**config.mk**
```make
export PLATFORM = sky130hd
export DESIGN_NAME = rtc_ctrl
export DESIGN_NICKNAME = d
export VERILOG_FILES = /design/src/rtl/rtc_pkg.sv /design/src/rtl/rtc_ctrl.sv
export SDC_FILE = /design/constraint.sdc
export NUM_CORES = 1
export LEC_CHECK = 0
export ABC_CLOCK_PERIOD_IN_PS = 3400
export CORE_MARGIN = 2
export CORE_UTILIZATION = 40
export CTS_CLUSTER_SIZE = 14
export DETAILED_ROUTE_END_ITERATION = 8
export PLACE_DENSITY_LB_ADDON = 0.08
export REMOVE_ABC_BUFFERS = 1
export SYNTH_ARGS = -nofsm -noshare
export SYNTH_HDL_FRONTEND = slang
export SYNTH_SLANG_ARGS = --single-unit
```
**constraint.sdc**
```tcl
create_clock -name CLK -period 3.4 [get_ports CLK]
set_input_delay 0.34 -clock CLK [delete_from_list [all_inputs] [get_ports CLK]]
set_output_delay 0.34 -clock CLK [all_outputs]
set_load 0.05 [all_outputs]
```
**src/rtl/rtc_pkg.sv**
```systemverilog
// Shared constants and types for the DS1302 transaction sequencer.
package rtc_pkg;

  // DS1302 command bytes
  localparam logic [7:0] SEC_W  = 8'h80;
  localparam logic [7:0] SEC_R  = 8'h81;
  localparam logic [7:0] MIN_W  = 8'h82;
  localparam logic [7:0] MIN_R  = 8'h83;
  localparam logic [7:0] HOUR_W = 8'h84;
  localparam logic [7:0] HOUR_R = 8'h85;
  localparam logic [7:0] CTRL_W = 8'h8E;

  // Control register values (write protect)
  localparam logic [7:0] WP_ON  = 8'h80;
  localparam logic [7:0] WP_OFF = 8'h00;

  // Serial driver start encodings
  localparam logic [1:0] START_IDLE = 2'b00;
  localparam logic [1:0] START_WR   = 2'b10;
  localparam logic [1:0] START_RD   = 2'b01;

  // Last step index of each sequence
  localparam logic [2:0] SET_LAST_STEP  = 3'd4;
  localparam logic [2:0] POLL_LAST_STEP = 3'd2;

  typedef enum logic [1:0] {
    MS_BOOT,
    MS_SET,
    MS_POLL,
    MS_WAIT
  } main_state_t;

  // PH_ISSUE is the resting phase while no transaction is outstanding; the
  // issue itself happens on the edge that loads the driver outputs.
  typedef enum logic [1:0] {
    PH_ISSUE,
    PH_WAIT_DONE,
    PH_GAP
  } phase_t;

  typedef struct packed {
    logic [1:0] start;
    logic [7:0] addr;
    logic [7:0] data;
  } xfer_t;

  // Address/data/start for a given sequence step
  function automatic xfer_t step_xfer(input main_state_t seq,
                                      input logic [2:0]  step,
                                      input logic [7:0]  s,
                                      input logic [7:0]  m,
                                      input logic [7:0]  h);
    xfer_t x;
    x = '0;
    case (seq)
      MS_SET: begin
        x.start = START_WR;
        case (step)
          3'd0:    begin x.addr = CTRL_W; x.data = WP_OFF;      end
          3'd1:    begin x.addr = SEC_W;  x.data = s & 8'h7F;   end
          3'd2:    begin x.addr = MIN_W;  x.data = m & 8'h7F;   end
          3'd3:    begin x.addr = HOUR_W; x.data = h & 8'h3F;   end
          default: begin x.addr = CTRL_W; x.data = WP_ON;       end
        endcase
      end
      MS_POLL: begin
        x.start = START_RD;
        case (step)
          3'd0:    x.addr = SEC_R;
          3'd1:    x.addr = MIN_R;
          default: x.addr = HOUR_R;
        endcase
      end
      default: x = '0;
    endcase
    return x;
  endfunction

endpackage

```
**src/rtl/rtc_ctrl.sv**
```systemverilog
// DS1302 transaction sequencer: boot-time set, periodic poll, BCD snapshot.
module rtc_ctrl
  import rtc_pkg::*;
#(
  parameter int unsigned POLL_CYCLES = 5_000_000,
  parameter int unsigned GAP_CYCLES  = 200,
  parameter bit          INIT_EN     = 1'b1,
  parameter logic [7:0]  INIT_SEC    = 8'h00,
  parameter logic [7:0]  INIT_MIN    = 8'h00,
  parameter logic [7:0]  INIT_HOUR   = 8'h12
) (
  input  logic       CLK,
  input  logic       RSTn,
  input  logic       set_req,
  input  logic [7:0] set_sec,
  input  logic [7:0] set_min,
  input  logic [7:0] set_hour,
  output logic [1:0] Start_Sig,
  output logic [7:0] Words_Addr,
  output logic [7:0] Write_Data,
  input  logic [7:0] Read_Data,
  input  logic       Done_Sig,
  output logic [7:0] sec,
  output logic [7:0] min,
  output logic [7:0] hour,
  output logic       time_valid,
  output logic       busy
);

  localparam int unsigned PW = (POLL_CYCLES > 1) ? $clog2(POLL_CYCLES) : 1;
  localparam int unsigned GW = (GAP_CYCLES > 1) ? $clog2(GAP_CYCLES) : 1;
  localparam logic [PW-1:0] POLL_LAST = PW'(POLL_CYCLES - 1);
  localparam logic [GW-1:0] GAP_LAST  = GW'(GAP_CYCLES - 1);

  main_state_t main_q, main_d;
  phase_t      phase_q, phase_d;
  logic [2:0]    step_q, step_d;
  logic [GW-1:0] gap_cnt_q, gap_cnt_d;
  logic [PW-1:0] wait_cnt_q, wait_cnt_d;
  logic [1:0]    start_q, start_d;
  logic [7:0]    addr_q, addr_d, data_q, data_d;
  logic [7:0]    wr_sec_q, wr_sec_d, wr_min_q, wr_min_d, wr_hour_q, wr_hour_d;
  logic          pend_q, pend_d;
  logic [7:0]    pend_sec_q, pend_sec_d, pend_min_q, pend_min_d, pend_hour_q, pend_hour_d;
  logic [7:0]    sh_sec_q, sh_sec_d, sh_min_q, sh_min_d;
  logic [7:0]    sec_q, sec_d, min_q, min_d, hour_q, hour_d;
  logic          tv_q, tv_d, busy_q, busy_d;

  logic          launch, take_pend;
  main_state_t   launch_seq;
  logic [2:0]    launch_step;
  xfer_t         xfer;

  // Next-state: sequence/phase control, capture, commit and pending request
  always_comb begin
    main_d      = main_q;
    phase_d     = phase_q;
    step_d      = step_q;
    gap_cnt_d   = gap_cnt_q;
    wait_cnt_d  = wait_cnt_q;
    start_d     = start_q;
    addr_d      = addr_q;
    data_d      = data_q;
    wr_sec_d    = wr_sec_q;
    wr_min_d    = wr_min_q;
    wr_hour_d   = wr_hour_q;
    pend_d      = pend_q;
    pend_sec_d  = pend_sec_q;
    pend_min_d  = pend_min_q;
    pend_hour_d = pend_hour_q;
    sh_sec_d    = sh_sec_q;
    sh_min_d    = sh_min_q;
    sec_d       = sec_q;
    min_d       = min_q;
    hour_d      = hour_q;
    tv_d        = 1'b0;
    launch      = 1'b0;
    take_pend   = 1'b0;
    launch_seq  = MS_POLL;
    launch_step = '0;
    xfer        = '0;

    case (main_q)
      MS_BOOT: begin
        wr_sec_d   = INIT_SEC;
        wr_min_d   = INIT_MIN;
        wr_hour_d  = INIT_HOUR;
        launch     = 1'b1;
        launch_seq = INIT_EN ? MS_SET : MS_POLL;
      end
      MS_WAIT: begin
        if (pend_q) begin
          take_pend  = 1'b1;
          launch     = 1'b1;
          launch_seq = MS_SET;
        end else if (wait_cnt_q == POLL_LAST) begin
          launch     = 1'b1;
          launch_seq = MS_POLL;
        end else begin
          wait_cnt_d = wait_cnt_q + 1'b1;
        end
      end
      default: begin
        case (phase_q)
          PH_WAIT_DONE: begin
            if (Done_Sig) begin
              start_d   = START_IDLE;
              phase_d   = PH_GAP;
              gap_cnt_d = '0;
              if (main_q == MS_POLL) begin
                case (step_q)
                  3'd0:    sh_sec_d = Read_Data & 8'h7F;
                  3'd1:    sh_min_d = Read_Data & 8'h7F;
                  default: begin
                    sec_d  = sh_sec_q;
                    min_d  = sh_min_q;
                    hour_d = Read_Data & 8'h3F;
                    tv_d   = 1'b1;
                  end
                endcase
              end
            end
          end
          PH_GAP: begin
            if (gap_cnt_q != GAP_LAST) begin
              gap_cnt_d = gap_cnt_q + 1'b1;
            end else if ((main_q == MS_SET  && step_q != SET_LAST_STEP) ||
                         (main_q == MS_POLL && step_q != POLL_LAST_STEP)) begin
              launch      = 1'b1;
              launch_seq  = main_q;
              launch_step = step_q + 3'd1;
            end else if (main_q == MS_SET) begin
              launch     = 1'b1;
              launch_seq = MS_POLL;
            end else if (pend_q) begin
              take_pend  = 1'b1;
              launch     = 1'b1;
              launch_seq = MS_SET;
            end else begin
              main_d     = MS_WAIT;
              phase_d    = PH_ISSUE;
              wait_cnt_d = '0;
            end
          end
          default: ;
        endcase
      end
    endcase

    if (take_pend) begin
      wr_sec_d  = pend_sec_q;
      wr_min_d  = pend_min_q;
      wr_hour_d = pend_hour_q;
      pend_d    = 1'b0;
    end
    // A request arriving on the service edge stays pending with its own values
    if (set_req) begin
      pend_d      = 1'b1;
      pend_sec_d  = set_sec;
      pend_min_d  = set_min;
      pend_hour_d = set_hour;
    end
    if (launch) begin
      xfer    = step_xfer(launch_seq, launch_step, wr_sec_d, wr_min_d, wr_hour_d);
      main_d  = launch_seq;
      step_d  = launch_step;
      phase_d = PH_WAIT_DONE;
      start_d = xfer.start;
      addr_d  = xfer.addr;
      data_d  = xfer.data;
    end
    busy_d = (main_d != MS_WAIT);
  end

  // State and registered outputs
  always_ff @(posedge CLK or negedge RSTn) begin
    if (!RSTn) begin
      main_q      <= MS_BOOT;
      phase_q     <= PH_ISSUE;
      step_q      <= '0;
      gap_cnt_q   <= '0;
      wait_cnt_q  <= '0;
      start_q     <= START_IDLE;
      addr_q      <= '0;
      data_q      <= '0;
      wr_sec_q    <= '0;
      wr_min_q    <= '0;
      wr_hour_q   <= '0;
      pend_q      <= 1'b0;
      pend_sec_q  <= '0;
      pend_min_q  <= '0;
      pend_hour_q <= '0;
      sh_sec_q    <= '0;
      sh_min_q    <= '0;
      sec_q       <= '0;
      min_q       <= '0;
      hour_q      <= '0;
      tv_q        <= 1'b0;
      busy_q      <= 1'b0;
    end else begin
      main_q      <= main_d;
      phase_q     <= phase_d;
      step_q      <= step_d;
      gap_cnt_q   <= gap_cnt_d;
      wait_cnt_q  <= wait_cnt_d;
      start_q     <= start_d;
      addr_q      <= addr_d;
      data_q      <= data_d;
      wr_sec_q    <= wr_sec_d;
      wr_min_q    <= wr_min_d;
      wr_hour_q   <= wr_hour_d;
      pend_q      <= pend_d;
      pend_sec_q  <= pend_sec_d;
      pend_min_q  <= pend_min_d;
      pend_hour_q <= pend_hour_d;
      sh_sec_q    <= sh_sec_d;
      sh_min_q    <= sh_min_d;
      sec_q       <= sec_d;
      min_q       <= min_d;
      hour_q      <= hour_d;
      tv_q        <= tv_d;
      busy_q      <= busy_d;
    end
  end

  assign Start_Sig  = start_q;
  assign Words_Addr = addr_q;
  assign Write_Data = data_q;
  assign sec        = sec_q;
  assign min        = min_q;
  assign hour       = hour_q;
  assign time_valid = tv_q;
  assign busy       = busy_q;

endmodule

```
==> metrics <==
Post-DP HPWL=9420 um; RSZ-0062 raised after global routing=no; P_sw=~0.00089 W; CP Launch Type=register; chip width=~130 um; Area Overhead vs Synth=24.8%; ANT nets after route=0; Skew-Pair Late Insertion Delay=0.42 ns; Vias=around 4.8k; critical path class=reg2reg; largest net degree at the start of global routing=a little under 60; # H-tree levels=4; max cap viols=0; register area share after synthesis=around half; status=complete, no violations; clock slew at reported path FFs=around 0.06 ns; Tmin final=3.17 ns; CP max FO=7; placed cell area=between 7000 and 8000 um^2; Clock power frac=between 50 and 60%; Post-synth ARST share=100%; Worst-Margin Slew=~0.8 ns; fin util=around 51%; hold buffer count at cts=0; nets=around 780; initial DRC count=342; Clock Skew=0.0140 ns; dpl cells=928; Mapped Avg Cell Area=approximately 9.7 um^2; Reg power frac=between 40% and 50%; I/O pins=80; # setup viols final=0; Yosys reg bits=130; Pint=0.00305 W; Starting Density=between 40% and 50%; CP arrival=approximately 3.5 ns; Slew Limit Fails=0; clk root buf=clkbuf_16; Synth top cells by count=nand2_1 (132), dfrtp_1 (130), o21ai_0 (53); grt total ovfl=0; WL met2=6650 um; R2R setup slack=0.23 ns; hold slack=approximately 0.0021 ns; Fin. Hold Viols=0; Die H=130 um; top-count cell post-synth=nand2_1; final instance area=approximately 8000 um^2; maximum VDD drop=0.316 mV; postcts setup bufs=0; Leak=between 3 and 4 nW; All-Layer GR Usage=approximately 17%; post-synth top area share=between 50% and 60%; Mapped Area=~6400 um^2; Hold WC Path Type=in2async; initial antenna violation count=0; Initial DRT Pass Iterations=4; via/cell ratio=5.01; number of antenna diodes=0; relative slew slack=~48%; EDFF count, synth=0; cell area power density=~490 nW/um^2; Main synth FF type=dfrtp_1; Port-buffer cells=67; WL per Instance=14.5 um; Yosys warning count=0; Max Used Layer=met4; die area=~17,000 um^2; first-pass GRT wire length=approximately 23,000 um; clock sinks=between 100 and 150; vias in the first global route=4,698; Routed WL=approximately 14,000 um; sw frac=22.6%; drt drc=0; RePlAce Congestion=roughly 0.79; site row count=46; post-cts sizing count=0; CTS tree=done; share of layout cells above drive strength 1=12.6%; Gate power share=under 10%; CTS max path bufs=2; synth top area cells=dfrtp_1 (51%), nand2_1 (7.8%), mux2_2 (6.4%); core outline area=~16,000 um^2; WP data required=around 3.7 ns; Synth area leader=dfrtp_1; met3 routed WL=469 um; Worst setup EP type=register; met1 WL=just under 7000 um; # fillers=1,445; Num CTS Buffers=17; highest clock rate=approximately 0.32 GHz; final worst-path cycle share=about 93%; count of cell types in the netlist=64; Cell Count, Final, Fillers Out=960; cell count after synthesis=between 600 and 700
[layout by cell type (no fill, tap or decap), types with 16 or more instances in the layout]
| master | count |
|---|---|
| buf_4 | 17 |
| clkbuf_16 | 17 |
| clkdlybuf4s50_1 | 66 |
| dfrtp_1 | 130 |
| ha_1 | 16 |
| inv_1 | 49 |
| mux2_2 | 36 |
| nand2_1 | 132 |
| nand3_1 | 22 |
| nor2_1 | 22 |
| o21ai_0 | 53 |
[layout make-up]
| class | instances | area, um^2 | area share [%] |
|---|---|---|---|
| flip-flops and latches | 130 | 3250 | 40.8 |
| clock buffers | 20 | 457 | 5.73 |
| clock inverters | 12 | 204 | 2.56 |
| repair buffers | 84 | 808 | 10.1 |
| well taps | 216 | 270 | 3.39 |
| inverters | 50 | 188 | 2.36 |
| multi-input cells | 448 | 2790 | 35.0 |
[routing by layer]
metal	GRT usage [%]	vias up
li1	-	2386
met3	4.02	6
met2	27.2	70
met5	0	-
met1	24.1	2345
met4	6.01	0
[sequential cells by signal (all words and copies together) (netlist names), 2 cells and up]
register	flops
min	7
pend_min_q	7
step_q	3
hour	6
sh_sec_q	7
sec	7
sh_min_q	7
pend_sec_q	7
wr_sec_q	7
phase_q	2
gap_cnt_q	8
wr_min_q	7
Start_Sig	2
wait_cnt_q	23
main_q	2
Words_Addr	5
pend_hour_q	6
Write_Data	8
wr_hour_q	6
[critical path: stages (launching register included)]
cell	delay [ns]
dfrtp_1	0.44
inv_1	0.10
ha_1	0.30
inv_1	0.04
or4_1	0.54
or3_4	0.41
o221ai_1	0.23
ha_1	0.23
nand2_1	0.08
or4_4	0.46
a2bb2oi_1	0.16
o21ai_1	0.09
[cell families after synthesis]
group | Yosys count | share of synthesized area, %
AO/OA/AOI/OAI | 118 | 12.4
XOR/XNOR | 7 | 0.960
adder cells (fa/ha/maj) | 16 | 3.14
buffers and inverters | 87 | 5.88
flip-flops | 130 | 51.0
multiplexers | 41 | 7.13
other | 1 | 0.0587
AND/OR/NAND/NOR | 259 | 19.5
[through the flow]
stage                     total power [W]  worst slack, ns  setup TNS (ns)
after floorplan                   0.00182          -0.0532          -0.213
after global placement            0.00194            0.327               0
after detailed placement          0.00195            0.283               0
after CTS                         0.00400            0.233               0
after global routing              0.00411           0.0196               0
final                             0.00394            0.230               0
[power groups by stage]
stage                     Clock (W)  Combinational [W]  Sequential (W)
after floorplan                   0           0.000155         0.00166
after global placement            0           0.000285         0.00165
after detailed placement          0           0.000293         0.00166
after CTS                   0.00208           0.000294         0.00163
after global routing        0.00215           0.000323         0.00164
final                       0.00202           0.000289         0.00163
[path summary, 6_finish.rpt]
| check | from | end | cells past startpoint |
|---|---|---|---|
| setup / recovery | main_q[0]$_DFF_PN0_ | Write_Data[0]$_DFFE_PN0P_ | 11 |
| hold / removal | RSTn | pend_min_q[5]$_DFFE_PN0P_ | 1 |
| setup reg to reg | main_q[0]$_DFF_PN0_ | Write_Data[0]$_DFFE_PN0P_ | 11 |
| hold reg to reg | sh_min_q[2]$_DFFE_PN0P_ | min[2]$_DFFE_PN0P_ | 2 |
| min in group CLK | sh_min_q[2]$_DFFE_PN0P_ | min[2]$_DFFE_PN0P_ | 2 |
| max in group asynchronous | RSTn | wait_cnt_q[22]$_DFFE_PN0P_ | 2 |
Power figures use the tool's default switching activity.
==> RTL edit 1: new RTL, same flow settings <==
Take the reset off `sh_min_q` and load it in a clocked block of its own.
--- a/src/rtl/rtc_ctrl.sv
+++ b/src/rtl/rtc_ctrl.sv
@@ -191,7 +191,6 @@
       pend_min_q  <= '0;
       pend_hour_q <= '0;
       sh_sec_q    <= '0;
-      sh_min_q    <= '0;
       sec_q       <= '0;
       min_q       <= '0;
       hour_q      <= '0;
@@ -214,13 +213,16 @@
       pend_min_q  <= pend_min_d;
       pend_hour_q <= pend_hour_d;
       sh_sec_q    <= sh_sec_d;
-      sh_min_q    <= sh_min_d;
       sec_q       <= sec_d;
       min_q       <= min_d;
       hour_q      <= hour_d;
       tv_q        <= tv_d;
       busy_q      <= busy_d;
     end
+  end
+
+  always_ff @(posedge CLK) begin
+    sh_min_q <= sh_min_d;
   end
 
   assign Start_Sig  = start_q;
Function: no difference found for any inputs over 10 cycles, from zero or initial values and one cycle with RSTn low; that may be too few to reach the edited logic, so the function may still have changed.
==> RTL edit 1 against the original RTL <==
Wire length increased by 0.29%. Sequential cell count unchanged. Die area decreased by 1.9%. Worst setup slack improved by 6.9 ps. Synthesized area decreased by 2.0%. Final area decreased by 1.8%. Power decreased by 0.48%. Count of clock-buffer cells in the layout increased by 1. Critical endpoint is now wait_cnt_q[21]$_DFFE_PN0P_.
==> RTL edit 1: results (changes against the original RTL) <==
stage	metric	value	unit	change
status	status	completed		
placed_design	pre_cts_ws	248.1	ps	-34.43 ps
global_route	grt_max_degree	65		+10%
yosys	synth_cells	597		-9.4%
yosys	synth-seq-area-share	52.56	%	+1.6 points
placed_design	place.gp.congestion	0.7657		-3.5%
finish	stdcell_count	897		-6.6%
yosys	synth_edf_count	7		+7
power	ir_drop	0.3993	mV	+26%
sta	clock_skew	10.69	ps	-3.318 ps
global_route	grt_util_met1	23.96	%	-0.15 points
global_route	grt_pass1_wl	23340	um	+0.12%
global_route	grtUsageMet2	28.79	%	+1.6 points
yosys	synth_cell_types	61		-4.7%
placed_design	placed_cell_area	7183	um^2	-1.7%
yosys	synthArstFlopShare	94.62	%	-5.4 points
drt	wl_met3	521	um	+11%
drt	wl_met2	6581	um	-0.96%
power	p_leak	3.559	nW	-4.0%
critical_path	crit_slowest_cell	or4_4		
sta	hold_ws	15.02	ps	+12.91 ps
drt	avgViaCountPerCell	5.223		+4.3%
placed_design	place_hpwl	9438	um	+0.24%
yosys	yosys-top-cells-area	dfrtp_1 (49%), mux2_2 (8.5%), nand2_1 (6.5%)		
yosys	synth_common_cells	dfrtp_1 (123), nand2_1 (109), mux2_2 (47)		
## RTL edit 1: cell type report
class,count,area share [%]
clock buffer,21,6.009
inverter,19,0.9110
clock inverter,11,2.237
tap,211,3.372
multi-input combinational,421,35.30
sequential,130,42.00
timing repair buffer,84,10.16
## RTL edit 1: per-stage QoR
| step | setup TNS (ps) | power [mW] |
|---|---|---|
| floorplan | -1428 | 1.841 |
| global placement | 0 | 1.960 |
| detailed placement | 0 | 1.968 |
| CTS | 0 | 3.969 |
| global route | 0 | 4.081 |
| finish | 0 | 3.919 |
## RTL edit 1: kinds of logic after synthesis
| family | synth area share [%] |
|---|---|
| AO/OA/AOI/OAI | 10.72 |
| XOR/XNOR | 1.400 |
| adder cells (fa/ha/maj) | 3.200 |
| buffers and inverters | 3.800 |
| flip-flops | 52.56 |
| multiplexers | 8.620 |
| other | 0.05994 |
| AND/OR/NAND/NOR | 19.64 |
## RTL edit 1: power by group
group | internal (mW) | switching (mW)
logic | 0.119 | 0.176
registers | 1.61 | 0.0320
clock network | 1.29 | 0.691
==> RTL edit 2: new RTL, same flow settings <==
Made on the original files. `GAP_CYCLES`: 200 -> 300.
--- a/src/rtl/rtc_ctrl.sv
+++ b/src/rtl/rtc_ctrl.sv
@@ -3,7 +3,7 @@
   import rtc_pkg::*;
 #(
   parameter int unsigned POLL_CYCLES = 5_000_000,
-  parameter int unsigned GAP_CYCLES  = 200,
+  parameter int unsigned GAP_CYCLES  = 300,
   parameter bit          INIT_EN     = 1'b1,
   parameter logic [7:0]  INIT_SEC    = 8'h00,
   parameter logic [7:0]  INIT_MIN    = 8'h00,
Behaviour: no difference found for any inputs over 10 cycles, from zero or initial values and one cycle with RSTn low; that may be too few to reach the edited logic, so the function may still have changed.
==> RTL edit 2 against the original RTL <==
Final area decreased by 0.49%. Clock power decreased by 4%. Highest routed layer unchanged. Sequential cell count increased by 1. Wire length increased by 2.2%. Synthesized area increased by 1.6%. Worst setup slack improved by 150 ps. Power decreased by 2.3%.
==> RTL edit 2: results (changes against the original RTL) <==
stage	metric	value	unit	change
drt	dr.first_iter.drc_count	257		-25%
finish	fillCellCount	1473		+1.9%
yosys	synth-compound-area-share	12.27	%	-0.099 points
drt	vias	4949		+3.0%
yosys	avgSynthCellArea	10.09	um^2	+4.1%
power	ir_drop	0.3375	mV	+6.8%
critical_path	cp_max_fo	10		+3
global_route	grt_pass1_vias	4787		+1.9%
global_route	grt_use_met3	4.167	%	+0.15 points
finish	nets	758		-3.2%
critical_path	r2r_setup_slack	380	ps	+150 ps
yosys	yosys-top-cells-area	dfrtp_1 (51%), nand2_1 (7.9%), mux2_2 (6.1%)		
yosys	synth_common_cells	nand2_1 (136), dfrtp_1 (131), mux2_2 (35)		
global_route	grtUsageMet2	26.17	%	-1.1 points
sta	worstMarginPinSlew	1018	ps	+239.7 ps
global_route	track_usage	17.27	%	-0.19 points
yosys	synth.area.mux_share	6.385	%	-0.75 points
drt	post_drt_wl_per_cell	15.26	um	+4.9%
global_route	grt_pass1_wl	24070	um	+3.2%
drt	dr.pass1.iters	5		+1
critical_path	startpoint	step_q[0]$_DFFE_PN0P_		
status	status	completed		
placed_design	place_hpwl	9547	um	+1.4%
sta	clock_skew	10.26	ps	-3.751 ps
yosys	synth_xor_area_share	0.9452	%	-0.015 points
RTL edit 2: layout make-up:
class	count	area, um^2	area share, %
sequential	131	3278	41.34
multi-input combinational	463	2945	37.14
inverter	16	60.06	0.7573
clock inverter	14	203.9	2.572
clock buffer	18	429.2	5.412
timing repair buffer	77	743.2	9.372
tap	216	270.3	3.408
RTL edit 2: cell families (layout without fill, tap and decap cells):
kind of cell,Yosys count,after routing
buffers and inverters,55,125
AND/OR/NAND/NOR,282,282
other,1,7
XOR/XNOR,7,7
flip-flops,131,131
multiplexers,37,37
AO/OA/AOI/OAI,114,114
adder cells (fa/ha/maj),16,16
RTL edit 2: how the worst min path moves through the flow:
stage                                 start                    endpoint  slack (ps)  cells past startpoint
floorplan                              RSTn    Start_Sig[0]$_DFFE_PN0P_          40                      0
global route                           RSTn   wait_cnt_q[9]$_DFFE_PN0P_         190                      1
global placement    sh_sec_q[1]$_DFFE_PN0P_          sec[1]$_DFFE_PN0P_         440                      2
CTS                                    RSTn  wait_cnt_q[22]$_DFFE_PN0P_         140                      1
finish                                 RSTn   wait_cnt_q[9]$_DFFE_PN0P_          90                      1
detailed placement  sh_min_q[1]$_DFFE_PN0P_          min[1]$_DFFE_PN0P_         450                      2
RTL edit 2: worst max-delay path: stages (launching register included):
cell and delay, ps:
dfrtp_1 500, inv_1 130, ha_1 210, nand2b_1 180, a21o_1 260, and2_1 180
a31oi_1 90, o22a_1 270, inv_1 120, ha_1 270, o2111ai_2 330, o21bai_1 270
o211ai_1 100
RTL edit 2: power by group through the flow:
stage / Sequential (mW) / Combinational (mW) / Clock (mW)
CTS: 1.64 / 0.283 / 1.98
detailed placement: 1.66 / 0.281 / 0
global route: 1.64 / 0.307 / 2.07
finish: 1.64 / 0.278 / 1.94
floorplan: 1.67 / 0.154 / 0
global placement: 1.66 / 0.272 / 0
RTL edit 2: per-layer routing:
metal  part of all wire, %  wire length [um]
met5                     0                 0
met2                    46              6543
met1                    49              7008
met4                   1.4               198
met3                   3.6               516
RTL edit 2: metrics by stage:
step                cell area, um^2  total power, mW  worst slack [ps]
CTS                            7930            3.901             397.1
finish                         7930            3.849             380.7
detailed placement             7297            1.946             420.0
floorplan                      6284            1.821             329.5
global route                   7930            4.020             118.5
global placement               7297            1.934             497.6
